### config.mk
export PLATFORM = sky130hd
export DESIGN_NAME = fir_output_decimator
export DESIGN_NICKNAME = d
export VERILOG_FILES = /design/src/rtl/fir_output_decimator_pkg.sv /design/src/rtl/sync_fifo.sv /design/src/rtl/fir_output_decimator.sv
export SDC_FILE = /design/constraint.sdc
export NUM_CORES = 1
export LEC_CHECK = 0
export CAP_MARGIN = 5
export CORE_ASPECT_RATIO = 0.8
export CORE_MARGIN = 10
export CORE_UTILIZATION = 45
export CTS_BUF_LIST = sky130_fd_sc_hd__clkbuf_16
export DETAILED_ROUTE_END_ITERATION = 6
export GPL_TIMING_DRIVEN = 0
export PLACE_DENSITY_LB_ADDON = 0.25
export SKIP_LAST_GASP = 1
export SYNTH_ARGS = -nofsm -noshare
export SYNTH_HDL_FRONTEND = slang
export SYNTH_SLANG_ARGS = --single-unit
export TNS_END_PERCENT = 20
### constraint.sdc
create_clock -name clk -period 3.2 [get_ports clk]
set_clock_uncertainty 0.15 [all_clocks]
set_input_delay 0.48 -clock clk [delete_from_list [all_inputs] [get_ports clk]]
set_output_delay 0.48 -clock clk [all_outputs]
set_load 0.05 [all_outputs]
### src/rtl/fir_output_decimator_pkg.sv
// Shared types and defaults for the FIR output decimator.
// Widths, output limits and FSM state encodings.
package fir_output_decimator_pkg;

  localparam int DEF_IN_W  = 32;
  localparam int DEF_OUT_W = 16;
  localparam int DEF_SHIFT = 15;

  localparam logic signed [15:0] OUT_MAX = 16'sh7fff;
  localparam logic signed [15:0] OUT_MIN = 16'sh8000;

  typedef enum logic {
    ST_WARMUP = 1'b0,
    ST_RUN    = 1'b1
  } state_t;

endpackage

### src/rtl/sync_fifo.sv
// Synchronous first-word-fall-through FIFO.
// Write is refused when full unless a read frees a slot in the same cycle.
module sync_fifo #(
  parameter int WIDTH = 16,
  parameter int DEPTH = 4
) (
  input  logic             clk,
  input  logic             rst,
  input  logic             push,
  input  logic             pop,
  input  logic [WIDTH-1:0] din,
  output logic [WIDTH-1:0] dout,
  output logic             full,
  output logic             empty,
  output logic [$clog2(DEPTH):0] count
);

  localparam int AW = $clog2(DEPTH);

  logic [WIDTH-1:0] mem [DEPTH];
  logic [AW-1:0]    wp;
  logic [AW-1:0]    rp;
  logic             wr;
  logic             rd;

  assign full  = (count == (AW+1)'(DEPTH));
  assign empty = (count == '0);
  assign rd    = pop && !empty;
  assign wr    = push && (!full || rd);
  assign dout  = mem[rp];

  always_ff @(posedge clk) begin
    if (rst) begin
      wp    <= '0;
      rp    <= '0;
      count <= '0;
    end else begin
      if (wr) wp <= wp + 1'b1;
      if (rd) rp <= rp + 1'b1;
      case ({wr, rd})
        2'b10:   count <= count + 1'b1;
        2'b01:   count <= count - 1'b1;
        default: count <= count;
      endcase
    end
  end

  always_ff @(posedge clk) begin
    if (wr) mem[wp] <= din;
  end

endmodule

### src/rtl/fir_output_decimator.sv
// Drops filter warm-up, rounds/saturates to OUT_W, decimates by DECIM
// and streams kept samples out of a small FWFT FIFO.
module fir_output_decimator
  import fir_output_decimator_pkg::*;
#(
  parameter int IN_W       = DEF_IN_W,
  parameter int OUT_W      = DEF_OUT_W,
  parameter int SHIFT      = DEF_SHIFT,
  parameter int DECIM      = 4,
  parameter int WARMUP     = 16,
  parameter int FIFO_DEPTH = 4
) (
  input  logic            clk,
  input  logic            rst,
  input  logic            in_en,
  input  logic [IN_W-1:0] in_data,
  output logic [OUT_W-1:0] out_data,
  output logic            out_valid,
  input  logic            out_ready,
  output logic            running,
  output logic            sat_flag,
  output logic            overflow
);

  localparam int WCW = $clog2(WARMUP + 2);
  localparam int PW  = $clog2(DECIM + 1);

  localparam logic signed [IN_W:0] RND =
    (IN_W+1)'(1) << (SHIFT - 1);
  localparam logic signed [IN_W:0] HI =
    (IN_W+1)'(2**(OUT_W-1) - 1);
  localparam logic signed [IN_W:0] LO = -HI - 1;

  state_t           state;
  state_t           state_nx;
  logic [WCW-1:0]   wcnt;
  logic [PW-1:0]    phase;
  logic             keep;

  logic signed [IN_W:0] ext;
  logic signed [IN_W:0] r;
  logic                 clip;
  logic [OUT_W-1:0]     sval;

  logic             s1_keep;
  logic [OUT_W-1:0] s1_data;

  logic [OUT_W-1:0] f_dout;
  logic             f_full;
  logic             f_empty;
  logic [$clog2(FIFO_DEPTH):0] f_cnt;
  logic             pop;

  always_ff @(posedge clk) begin
    if (rst) state <= ST_WARMUP;
    else     state <= state_nx;
  end

  always_comb begin
    state_nx = state;
    unique case (state)
      ST_WARMUP: begin
        if (WARMUP == 0)
          state_nx = ST_RUN;
        else if (in_en && wcnt == WCW'(WARMUP - 1))
          state_nx = ST_RUN;
      end
      ST_RUN: state_nx = ST_RUN;
      default: state_nx = ST_WARMUP;
    endcase
  end

  assign running = (state == ST_RUN);
  assign keep    = running && in_en && (phase == '0);

  always_ff @(posedge clk) begin
    if (rst) begin
      wcnt  <= '0;
      phase <= '0;
    end else begin
      if (!running && in_en) wcnt <= wcnt + 1'b1;
      if (running && in_en)
        phase <= (phase == PW'(DECIM - 1)) ? '0 : phase + 1'b1;
    end
  end

  // Sign-extend one bit so the rounding add cannot wrap.
  always_comb begin
    ext  = {in_data[IN_W-1], in_data} + RND;
    r    = ext >>> SHIFT;
    clip = 1'b0;
    sval = r[OUT_W-1:0];
    if (r > HI) begin
      clip = 1'b1;
      sval = HI[OUT_W-1:0];
    end else if (r < LO) begin
      clip = 1'b1;
      sval = LO[OUT_W-1:0];
    end
  end

  always_ff @(posedge clk) begin
    if (rst) begin
      s1_keep  <= 1'b0;
      s1_data  <= '0;
      sat_flag <= 1'b0;
      overflow <= 1'b0;
    end else begin
      s1_keep <= keep;
      s1_data <= sval;
      if (keep && clip) sat_flag <= 1'b1;
      if (s1_keep && f_full && !pop) overflow <= 1'b1;
    end
  end

  assign out_valid = (f_cnt != '0);
  assign pop       = out_valid && out_ready;
  assign out_data  = f_empty ? '0 : f_dout;

  sync_fifo #(
    .WIDTH (OUT_W),
    .DEPTH (FIFO_DEPTH)
  ) u_fifo (
    .clk   (clk),
    .rst   (rst),
    .push  (s1_keep),
    .pop   (pop),
    .din   (s1_data),
    .dout  (f_dout),
    .full  (f_full),
    .empty (f_empty),
    .count (f_cnt)
  );

endmodule

Word level (Yosys, flattened, before mapping). Memory sizes are Yosys's and may differ from the RTL's. A register that Yosys moved wholly into a read port is not among the register bits. Index checks and enable logic that the tools add are counted.

Latch bits: 0. Memories: 1. Output and inout bits: 20. Memory bits (writable): 64. Logic and storage cells: 60. Register bits after elaboration: 35. ROM bits: 0.

Memories: u_fifo.mem (words 4, width 16, rd ports 1, clocked after memory_dff 1, write ports 1, line sync_fifo.sv:20) `logic [WIDTH-1:0] mem [DEPTH];`.

Bitwise logic cells: 1. Shifts and indexed selects: 0. Equal/unequal tests: 5. Reduce and logical (&&, ||, !) cells: 20. Add/subtract/negate cells: 7. $mul: 0. Divide/modulo/power cells: 0. Magnitude comparators: 2. Muxes and demuxes: 13.

Operator list (number): $add 32x16->33 const B (1); $mux 16 (2); $gt 18x16->1 const B (1); $lt 18x16->1 const B (1); $mux 15 (1); $logic_and 1x1->1 (10); $add 3x1->3 const B (2); $logic_not 3->1 (2); $pmux 3 s2 (1); $add 5x1->5 const B (1); $eq 5x4->1 const B (1); $mux 1 (5); $add 2x1->2 const B (2); $logic_not 1->1 (4); $mux 2 (2); $eq 3x2->1 const B (1); $eq 3x3->1 const B (1); $mux 3 (1); $reduce_bool 3->1 (1); $sub 3x1->3 const B (1); $eq 2x1->1 const B (1); $eq 2x2->1 const B (1); $pmux 1 s2 (1); $reduce_bool 2->1 (1); other kinds (3) (3).

Depth between registers and ports, before layout.
Depth in word-level cells: 7. Gate-level depth with buffers: 10.

Cells and area by module. A second synthesis with hierarchy kept.

Cell total of the unflattened synthesis: 312. Area, all modules: 4383.0 µm².

Modules (own cells, without submodules): sync_fifo (instances 1, cells each 138, area an instance 2837.7 µm²); fir_output_decimator (instances 1, cells each 174, area an instance 1545.2 µm²).

Worst setup path before layout. Ideal clock, no wire load.

Path type: register to output. Start: register (tool-made name). End: output port out_data[10]. Required time: 2570 ps. Arrival time: 1852 ps. Path buffers: 2. Slack: 718 ps. Stages on the path, launching flop included: 5. Cell sequence: dfxtp_1 -> clkbuf_1 -> buf_2 -> mux4_2 -> and2_1.

RTL lines: end, declared (line fir_output_decimator.sv:17) `output logic [OUT_W-1:0] out_data,`.

==> flow_summary.yaml <==
cts:
  insertion_delay_ns: 0.34
  clk_path_buf_depth: 2
  post-cts-setup-buffer-count: 0
  cts_max_level: 3
  cts_buffers: 9
  path_clk_slew_ns: 0.07
  root_buffer: "clkbuf_16"
  cts_tree: "built"
  clkSinkCount: 101
route:
  ant_nets: 0
  wirelength_mm: 7.09
  drc_errors: 0
  via_count: 2359
  wl_per_cell_um: 15.1
  dr.pass1.iters: 4
  vias_per_cell: 5.02
  drtIter0Drc: 77
placement:
  pre_cts_ws_ns: -0.100
  numPortBuffers: 38
  dp_hpwl_mm: 5.04
  gp_congestion: 0.813
timing:
  relSlewSlack_pct: 46.6
  whs_ns: 0.310
  fmax_mhz: 319
  period_share_pct: 97.9
  finalHoldViolCount: 0
  drv_slew: 0
  max_slew.worst_pin.slew_ns: 0.801
  setup_violations: 0
  setup_ws_ns: 0.0678
  period_needed_ns: 3.13
  rsz0062_at_grt: "yes"
pwr:
  p_per_area_nw_per_um2: 510
  power_leakage_nw: 1.74
  total_power_mw: 2.57
  ir_drop_uv: 283
logic_synthesis:
  ys_seq_area_share_pct: 63.1
  synth_edf_count: 64
  syn-num-nets: 350
  synthDistinctLibCells: 41
  synth-main-ff-cell: "edfxtp_1"
  synth-simple-area-share_pct: 10.9
  yosysTopAreaCell: "edfxtp_1"
  ys_warn_count: 0
  ys_seq_elements: 101
  synth.area.top_cells: "edfxtp_1, dfxtp_1, mux4_2"
  synth.area.mux_share_pct: 9.01
  async_flop_share_pct: 0
  synth.top_cell.area_share_pct: 45.5
  synth_cells: 303
  synth_compound_gate_area_share_pct: 5.78
  netlist_area_um2: 4220
  netlist_top_cells_count: "edfxtp_1, dfxtp_1, nor2_1, and2_1"
  synth_xor_xnor_area_share_pct: 4.77
  synth_fa_ha_area_share_pct: 3.44
  synth_most_common_cell: "edfxtp_1"
  synth_top_family_by_area: "simple AND/OR/NAND/NOR gates"
  syn_avg_cell_area_um2: 13.9
cells_and_area:
  antenna_cells: 0
  nets: 397
  final_util_pct: 55.4
  drive_gt1_share_pct: 12.1
  fill_cells: 735
  area_growth_pct: 19.5
global_routing:
  antenna_found_initial: 0
  grtUsageTotal_pct: 10.8
  grt_pass1_wl_mm: 11.8
  grt_max_degree: 21
  first_global_vias: 2427
  grt_overflow: 0
floorplanning:
  fp.dieW_um: 128
  io_pins: 56
  die_area_um2: 13700
  die_h_um: 107
  row_count: 31
  core-area_um2: 9110
  initial_utilization_pct: 46.3
setup_path:
  worstPathArrival_ns: 2.50
  path_class: "reg -> out"
  worstSetupEndpointType: "output port"
  crit_required_ns: 2.57
  cp_max_fo: 10
  critPathLaunchType: "flip-flop"
  critPathMaxStageDelay_ns: 0.69
  cp_cell_sequence: "buf_4, mux4_2, and2_1, clkdlybuf4s50_1"
  slowest_stage: "clkdlybuf4s50_1"
status:
  status: "finished, final reports clean"
min_path:
  holdCritPathClass: "reg -> reg"
run:
  cap_violations: 0
routing by layer:
layer,track usage [%],part of all wire [%]
met1,14.5,51
met3,4.63,7.1
met2,15.6,41
met4,2.89,0.56
met5,0,0
area by class of cell:
cell class / count / area (um^2) / area share (%)
buffer: 15 / 71.3 / 1.41
clock buffer: 9 / 225 / 4.46
clock inverter: 7 / 75.1 / 1.49
inverter: 14 / 52.6 / 1.04
multi-input combinational: 171 / 1430 / 28.4
sequential: 101 / 2660 / 52.8
tap: 115 / 144 / 2.85
timing repair buffer: 38 / 382 / 7.56
report_power, final:
group	leakage (nW)	internal (mW)	switching (mW)
sequential	0.940	1.41	0.0214
clock	0.145	0.554	0.491
combinational	0.660	0.0480	0.0490
total	1.74	2.01	0.561
registers in the layout (all words and copies together) (netlist names), named ones only:
name,count
overflow,1
phase,3
running,1
s1_data,16
s1_keep,1
sat_flag,1
u_fifo.count,3
u_fifo.mem,64
u_fifo.rp,2
u_fifo.wp,2
wcnt,5
path summary, 6_finish.rpt:
| path | from | endpoint | slack (ns) | cells after the start |
|---|---|---|---|---|
| max | flip-flop | out_data[12] | 0.07 | 4 |
| min reg2reg | phase[2] | s1_keep | 0.31 | 1 |
| max reg2reg | u_fifo.count[0] | u_fifo.count[2] | 0.64 | 10 |
| min | phase[2] | s1_keep | 0.31 | 1 |
metrics by stage:
step,instance area (um^2),std cells,TNS (ns)
after floorplan,4220,303,0
after global placement,4750,456,-0.611
after detailed placement,4750,456,-0.712
after CTS,5040,470,0
after global routing,5050,470,-0.580
final,5050,470,0
worst max-delay path: cells and delay by family (launching register included):
kind,cells,cell delay (ns)
buffers and inverters,2,0.98
DFF,1,0.47
muxes,1,0.53
and+or+nand+nor,1,0.17
cells by family after synthesis:
family	Yosys count
DFF	101
and+or+nand+nor	85
AOI/OAI and AO/OA	34
buffers and inverters	31
xor gates and xnor gates	23
muxes	18
adders and majority gates	11
layout by cell type (no fill, tap or decap), types with 2 or more instances in the layout:
cell,synthesis,routed
a21oi_1,8,8
nor3_1,5,5
clkdlybuf4s50_1,0,36
mux2i_1,2,2
buf_1,2,2
nand3_1,7,7
and2_1,21,21
nor4b_1,2,2
inv_8,0,3
nand2_1,10,10
o21ai_0,2,2
or3_1,2,2
o31ai_1,15,15
clkbuf_16,0,9
a211oi_1,2,2
nor2_1,22,22
nor2b_1,2,2
clkbuf_1,11,8
and3_1,2,2
xnor2_1,16,16
ha_1,10,10
mux4_2,16,16
nand2b_1,3,3
dfxtp_1,37,36
inv_1,14,14
edfxtp_1,64,64
nand4_1,4,4
xor2_1,7,7
clkbuf_2,1,2
what timing repair did:
item / 4_1_cts / 5_1_grt
endpoints found under the setup margin: 13 / 9
resized for setup: 4 / 1
hold buffers: 0 / 0
Power figures use the tool's default switching activity.
==> patch 1: new RTL, same settings <==
Reset style: asynchronous (`rst`), changed in 4 clocked blocks. Comments in the files are not updated.
--- a/src/rtl/sync_fifo.sv
+++ b/src/rtl/sync_fifo.sv
@@ -31,3 +31,3 @@
 
-  always_ff @(posedge clk) begin
+  always_ff @(posedge clk or posedge rst) begin
     if (rst) begin
--- a/src/rtl/fir_output_decimator.sv
+++ b/src/rtl/fir_output_decimator.sv
@@ -53,3 +53,3 @@
 
-  always_ff @(posedge clk) begin
+  always_ff @(posedge clk or posedge rst) begin
     if (rst) state <= ST_WARMUP;
@@ -75,3 +75,3 @@
 
-  always_ff @(posedge clk) begin
+  always_ff @(posedge clk or posedge rst) begin
     if (rst) begin
@@ -101,3 +101,3 @@
 
-  always_ff @(posedge clk) begin
+  always_ff @(posedge clk or posedge rst) begin
     if (rst) begin
Check against the original RTL: same outputs for any inputs over 10 cycles, from zero or initial values and one cycle with rst high; that may be too few to reach the edited logic, so the function may still have changed.
==> patch 1 against the original RTL <==
  * Critical endpoint is now out_data[10]
  * Setup slack lost 150 ps
  * Design area grew 4.5%
  * Worst hold slack lost 1.2 ps
  * Area after synthesis grew 4.1%
  * Global-route usage grew 1.6 points
  * Die area grew 3.4%
  * The run now ends with setup timing left
  * Non-clock buffer count shrank 1
  * Routed wire length grew 13%
  * Cell count grew 1.1%
  * Sequential cell count shrank 2
Power is not compared: it rests on default switching activity, and its combinational part moved more than twofold at a synthesized area within 25%.
==> patch 1: results (changes against the original RTL) <==
[outcome]
run_status = complete, but fails checks
violations = setup timing

[min_path]
min_to = overflow
min_from = overflow

[logic_synthesis]
yosys-top-cells-area = edfxtp_1 44%, dfrtp_1 20%, mux4_2 8.2%
syn_nets = 347  ; -0.86%
seq_area_frac_synth_pct = 63.6  ; +0.56 points
ys.flop_type = edfxtp_1
synthDistinctLibCells = 47  ; +15%
avgSynthCellArea_um2 = 14.7  ; +5.2%

[cells_and_area]
final_cells = 475  ; +1.1%
fin_nets = 398  ; +0.25%
drive_gt1_share_pct = 13.5  ; +1.4 points
largestRegisters = u_fifo.mem (64), s1_data (16), wcnt (5)

[critical_path]
rrSetupSlack_ps = 740  ; +100 ps
crit_arrival_ps = 2650  ; +150 ps
r2r-end = u_fifo.count[2]
r2r_start = u_fifo.count[0]
cp_slowest_stage_delay_ps = 710  ; +20 ps

[sta]
slew_headroom_pct = 43.3  ; -3.3 points
timing.final.ws_setup_ps = -77.9  ; -146 ps
fin_tns_setup_ps = -379  ; -379 ps
finalSetupViolCount = 6  ; +6

[route]
wl_um = 8030  ; +13%
met3_length_um = 456  ; -9.7%
drtIter0Drc = 129  ; +68%
dr_wl_met2_um = 3690  ; +26%
wl_met1_um = 3800  ; +5.3%
viasPerCell = 5.26  ; +4.8%

[place]
dpl.hpwl_um = 5620  ; +11%
finalWeightedCongestion = 0.879  ; +8.1%
placed_area_mm2 = 0.00496  ; +4.4%
port_buffers = 41  ; +7.9%
place_inst = 460  ; +0.88%

[floorplan]
rows = 32  ; +3.2%

[grt]
grt_use_total_pct = 12.4  ; +1.6 points
grt_max_degree = 36  ; +71%
grt_pass1_vias = 2688  ; +11%
grt_first_pass_wirelength_um = 13700  ; +16%

patch 1: cell count changes after synthesis, moves of 3 or more:
cell	unedited run	this run
dfxtp_1	37	0
dfrtp_1	0	35
o31ai_1	15	0
nor2_1	22	8
o21ai_0	2	9
clkbuf_1	11	5
nand2_1	10	15
a22o_1	0	4
buf_2	2	6
o22ai_1	1	5
a21o_1	1	4
nor4_1	0	3
patch 1: where the power goes:
group | internal, mW | leakage, nW | total [mW] | switching [mW]
combinational | 0.674 | 0.802 | 1.64 | 0.967
clock | 0.683 | 0.157 | 1.12 | 0.439
sequential | 1.52 | 0.980 | 1.64 | 0.123
total | 2.88 | 1.94 | 4.40 | 1.53
patch 1: critical path: cells and delay by family (launching register included):
kind	cells	cell delay, ps
multiplexers	1	510
buffers and inverters	3	1300
AND/OR/NAND/NOR	1	170
flip-flops	1	320
patch 1: cells by family after synthesis:
group,share of synthesized area [%]
flip-flops,63.6
AO/OA/AOI/OAI,6.23
AND/OR/NAND/NOR,10.3
buffers and inverters,2.73
adder cells (fa/ha/maj),3.30
XOR/XNOR,4.95
multiplexers,8.90
patch 1: stage by stage:
stage / setup WS, ps / utilization, % / hold slack [ps]
finish: -77.9 / 54.9 / 308
global route: -237 / 54.9 / 335
CTS: -135 / 54.9 / 315
detailed placement: -0.666 / 51.6 / 301
global placement: 21.2 / 51.6 / 293
floorplan: 807 / - / 270
patch 1: repair_timing:
action                                  4_1_cts  5_1_grt
hold buffers                                  0        0
gates resized for setup                       3        1
endpoints found under the setup margin        9        9
patch 1: layer usage:
metal / vias up / track usage (%)
li1: 1211 / -
met4: 0 / 3.88
met1: 1227 / 16.1
met2: 53 / 19.4
met3: 7 / 3.96
met5: - / 0
patch 1: final cells by class:
cell class,count,area (um^2)
Fill cell,794,4330
Sequential cell,99,2800
Multi-Input combinational cell,173,1480
Timing Repair Buffer,41,412
Clock buffer,9,225
Tap cell,119,149
Clock inverter,7,91.3
Buffer,11,60.1
Inverter,16,60.1
patch 1: how the worst max path moves through the flow:
stage,from,endpoint,cells after the start
after detailed placement,u_fifo.rp[1],out_data[6],5
after CTS,u_fifo.rp[0],out_data[10],5
after global routing,u_fifo.rp[0],out_data[10],5
final,u_fifo.rp[0],out_data[10],5
after floorplan,u_fifo.count[0],out_data[10],4
after global placement,u_fifo.rp[1],out_data[11],5
==> patch 2: new RTL, config.mk and constraints unchanged <==
Without the edit above. `WARMUP`: 16 -> 8.
--- a/src/rtl/fir_output_decimator.sv
+++ b/src/rtl/fir_output_decimator.sv
@@ -9,3 +9,3 @@
   parameter int DECIM      = 4,
-  parameter int WARMUP     = 16,
+  parameter int WARMUP     = 8,
   parameter int FIFO_DEPTH = 4
Behaviour: not the same (a bounded check fails within 10 cycles, from zero or initial values and one cycle with rst high).
==> patch 2 against the original RTL <==
  * Sequential cell count is 1 lower
  * Die area about the same
  * Utilization increased by 0.18 points
  * Setup slack worse by 44 ps
  * Area after synthesis barely moved
  * Design area is 0.32% higher
  * Synthesized cell count shrank 3.6%
  * Sequential share of layout area shrank 0.59 points
  * Count of clock-buffer cells in the layout unchanged
  * Routed wire length rose by 0.93%
  * Total power down 1.4%
  * Critical path type unchanged
  * Critical endpoint is now out_data[7]
  * Largest power group unchanged
==> patch 2: results (changes against the original RTL) <==
[sta]
tightestPinTransition_ps = 839  ; +37.9 ps
fmax_mhz = 315  ; -1.4%
fin_hold_ws_ps = 317  ; +7.70 ps

[cells_and_area]
largestRegisters = u_fifo.mem (64), s1_data (16), wcnt (4)
final_cells = 463  ; -1.5%
fillCellCount = 739  ; +0.54%
fin_nets = 389  ; -2.0%
drive_gt1_share_pct = 16.7  ; +4.6 points

[route]
viasPerCell = 5.15  ; +2.6%
drtIter0Drc = 124  ; +61%
wl_um = 7150  ; +0.93%
dr.pass1.iters = 5  ; +1

[place]
place_ws_ps = 118  ; +218 ps
finalWeightedCongestion = 0.805  ; -0.92%
port_buffers = 41  ; +7.9%
dpl.hpwl_um = 5200  ; +3.1%
place_inst = 448  ; -1.8%

[logic_synthesis]
seq_area_frac_synth_pct = 62.6  ; -0.42 points
yosys-top-cells-area = edfxtp_1 46%, dfxtp_1 17%, mux4_2 8.5%
syn_nets = 338  ; -3.4%
syn_inst = 292  ; -3.6%
synthDistinctLibCells = 40  ; -2.4%
synth_top_cells_by_count = 64 x edfxtp_1, 36 x dfxtp_1, 21 x and2_1, 18 x nor2_1, 16 x mux4_2

[grt]
use_met1_pct = 14.8  ; +0.31 points
grt_use_total_pct = 11.0  ; +0.19 points
grt_max_degree = 20  ; -4.8%
grt_first_pass_wirelength_um = 12100  ; +1.9%
grt_use_met2_pct = 16.0  ; +0.40 points
met3_usage_pct = 3.74  ; -0.89 points

[power]
switching_share_pct = 21.5  ; -0.38 points
peakVddDrop_mv = 0.280  ; -0.86%
p_leak_nw = 1.70  ; -2.6%

[critical_path]
rrSetupSlack_ps = 680  ; +40 ps
crit_arrival_ps = 2550  ; +50 ps

[outcome]
run_status = finished clean

[min_path]
min_to = overflow
min_from = overflow
min_path_cells = 2  ; +1

==> patch 2: kinds of logic (layout without fill, tap and decap cells) <==
| family | after synthesis | after routing | share of synthesized area [%] |
|---|---|---|---|
| adder cells (fa/ha/maj) | 10 | 10 | 3.14 |
| buffers and inverters | 23 | 79 | 2.67 |
| flip-flops | 100 | 100 | 62.6 |
| AND/OR/NAND/NOR | 84 | 84 | 11.9 |
| multiplexers | 18 | 18 | 9.02 |
| AO/OA/AOI/OAI | 36 | 36 | 6.26 |
| XOR/XNOR | 21 | 21 | 4.36 |
==> patch 2: cell type report <==
| type | instances | area share [%] |
|---|---|---|
| flip-flops and latches | 100 | 52.2 |
| multi-input cells | 169 | 28.9 |
| repair buffers | 41 | 8.11 |
| clock buffers | 9 | 4.45 |
| well taps | 115 | 2.84 |
| plain buffers | 10 | 1.33 |
| clock inverters | 7 | 1.26 |
| inverters | 12 | 0.890 |
==> patch 2: how the worst max path moves through the flow <==
stage	endpoint	from	cells past startpoint
6_report	out_data[7]	register	5
5_1_grt	out_data[6]	u_fifo.count[0]	5
4_1_cts	out_data[13]	register	5
3_5_place_dp	u_fifo.count[2]	out_ready	11
3_3_place_gp	out_data[14]	register	5
2_1_floorplan	u_fifo.count[2]	out_ready	10
==> patch 2: worst max-delay path, delay by kind of cell, from the launching register on <==
family | cells | cell delay (ps)
multiplexers | 1 | 530
AND/OR/NAND/NOR | 1 | 170
buffers and inverters | 3 | 1200
flip-flops | 1 | 300
==> patch 2: metrics by stage <==
stage | area [um^2] | util [%]
floorplan | 4220 | -
global placement | 4770 | 52.4
detailed placement | 4770 | 52.4
CTS | 5060 | 55.6
global route | 5060 | 55.5
finish | 5060 | 55.5
==> patch 2: per-layer routing <==
layer,part of all wire [%],vias up,routed length [um]
li1,-,1186,-
met1,49,1140,3530
met2,44,52,3170
met3,5.3,7,380
met4,1.0,0,72
met5,0,-,0
==> patch 2: power by group through the flow <==
stage | logic, mW | registers, mW | clock network (mW)
after detailed placement | 0.103 | 1.45 | 0
after global routing | 0.113 | 1.42 | 1.10
after CTS | 0.103 | 1.42 | 1.04
after global placement | 0.101 | 1.44 | 0
after floorplan | 0.0529 | 1.44 | 0
final | 0.102 | 1.42 | 1.02
==> patch 2: timing repair <==
| action | 4_1_cts | 5_1_grt |
|---|---|---|
| setup endpoints to repair | 10 | 9 |
| gates cloned | 0 | 0 |
| gates resized for setup | 4 | 1 |
| endpoints found under the hold margin | 0 | 0 |
| pin swaps | 0 | 0 |
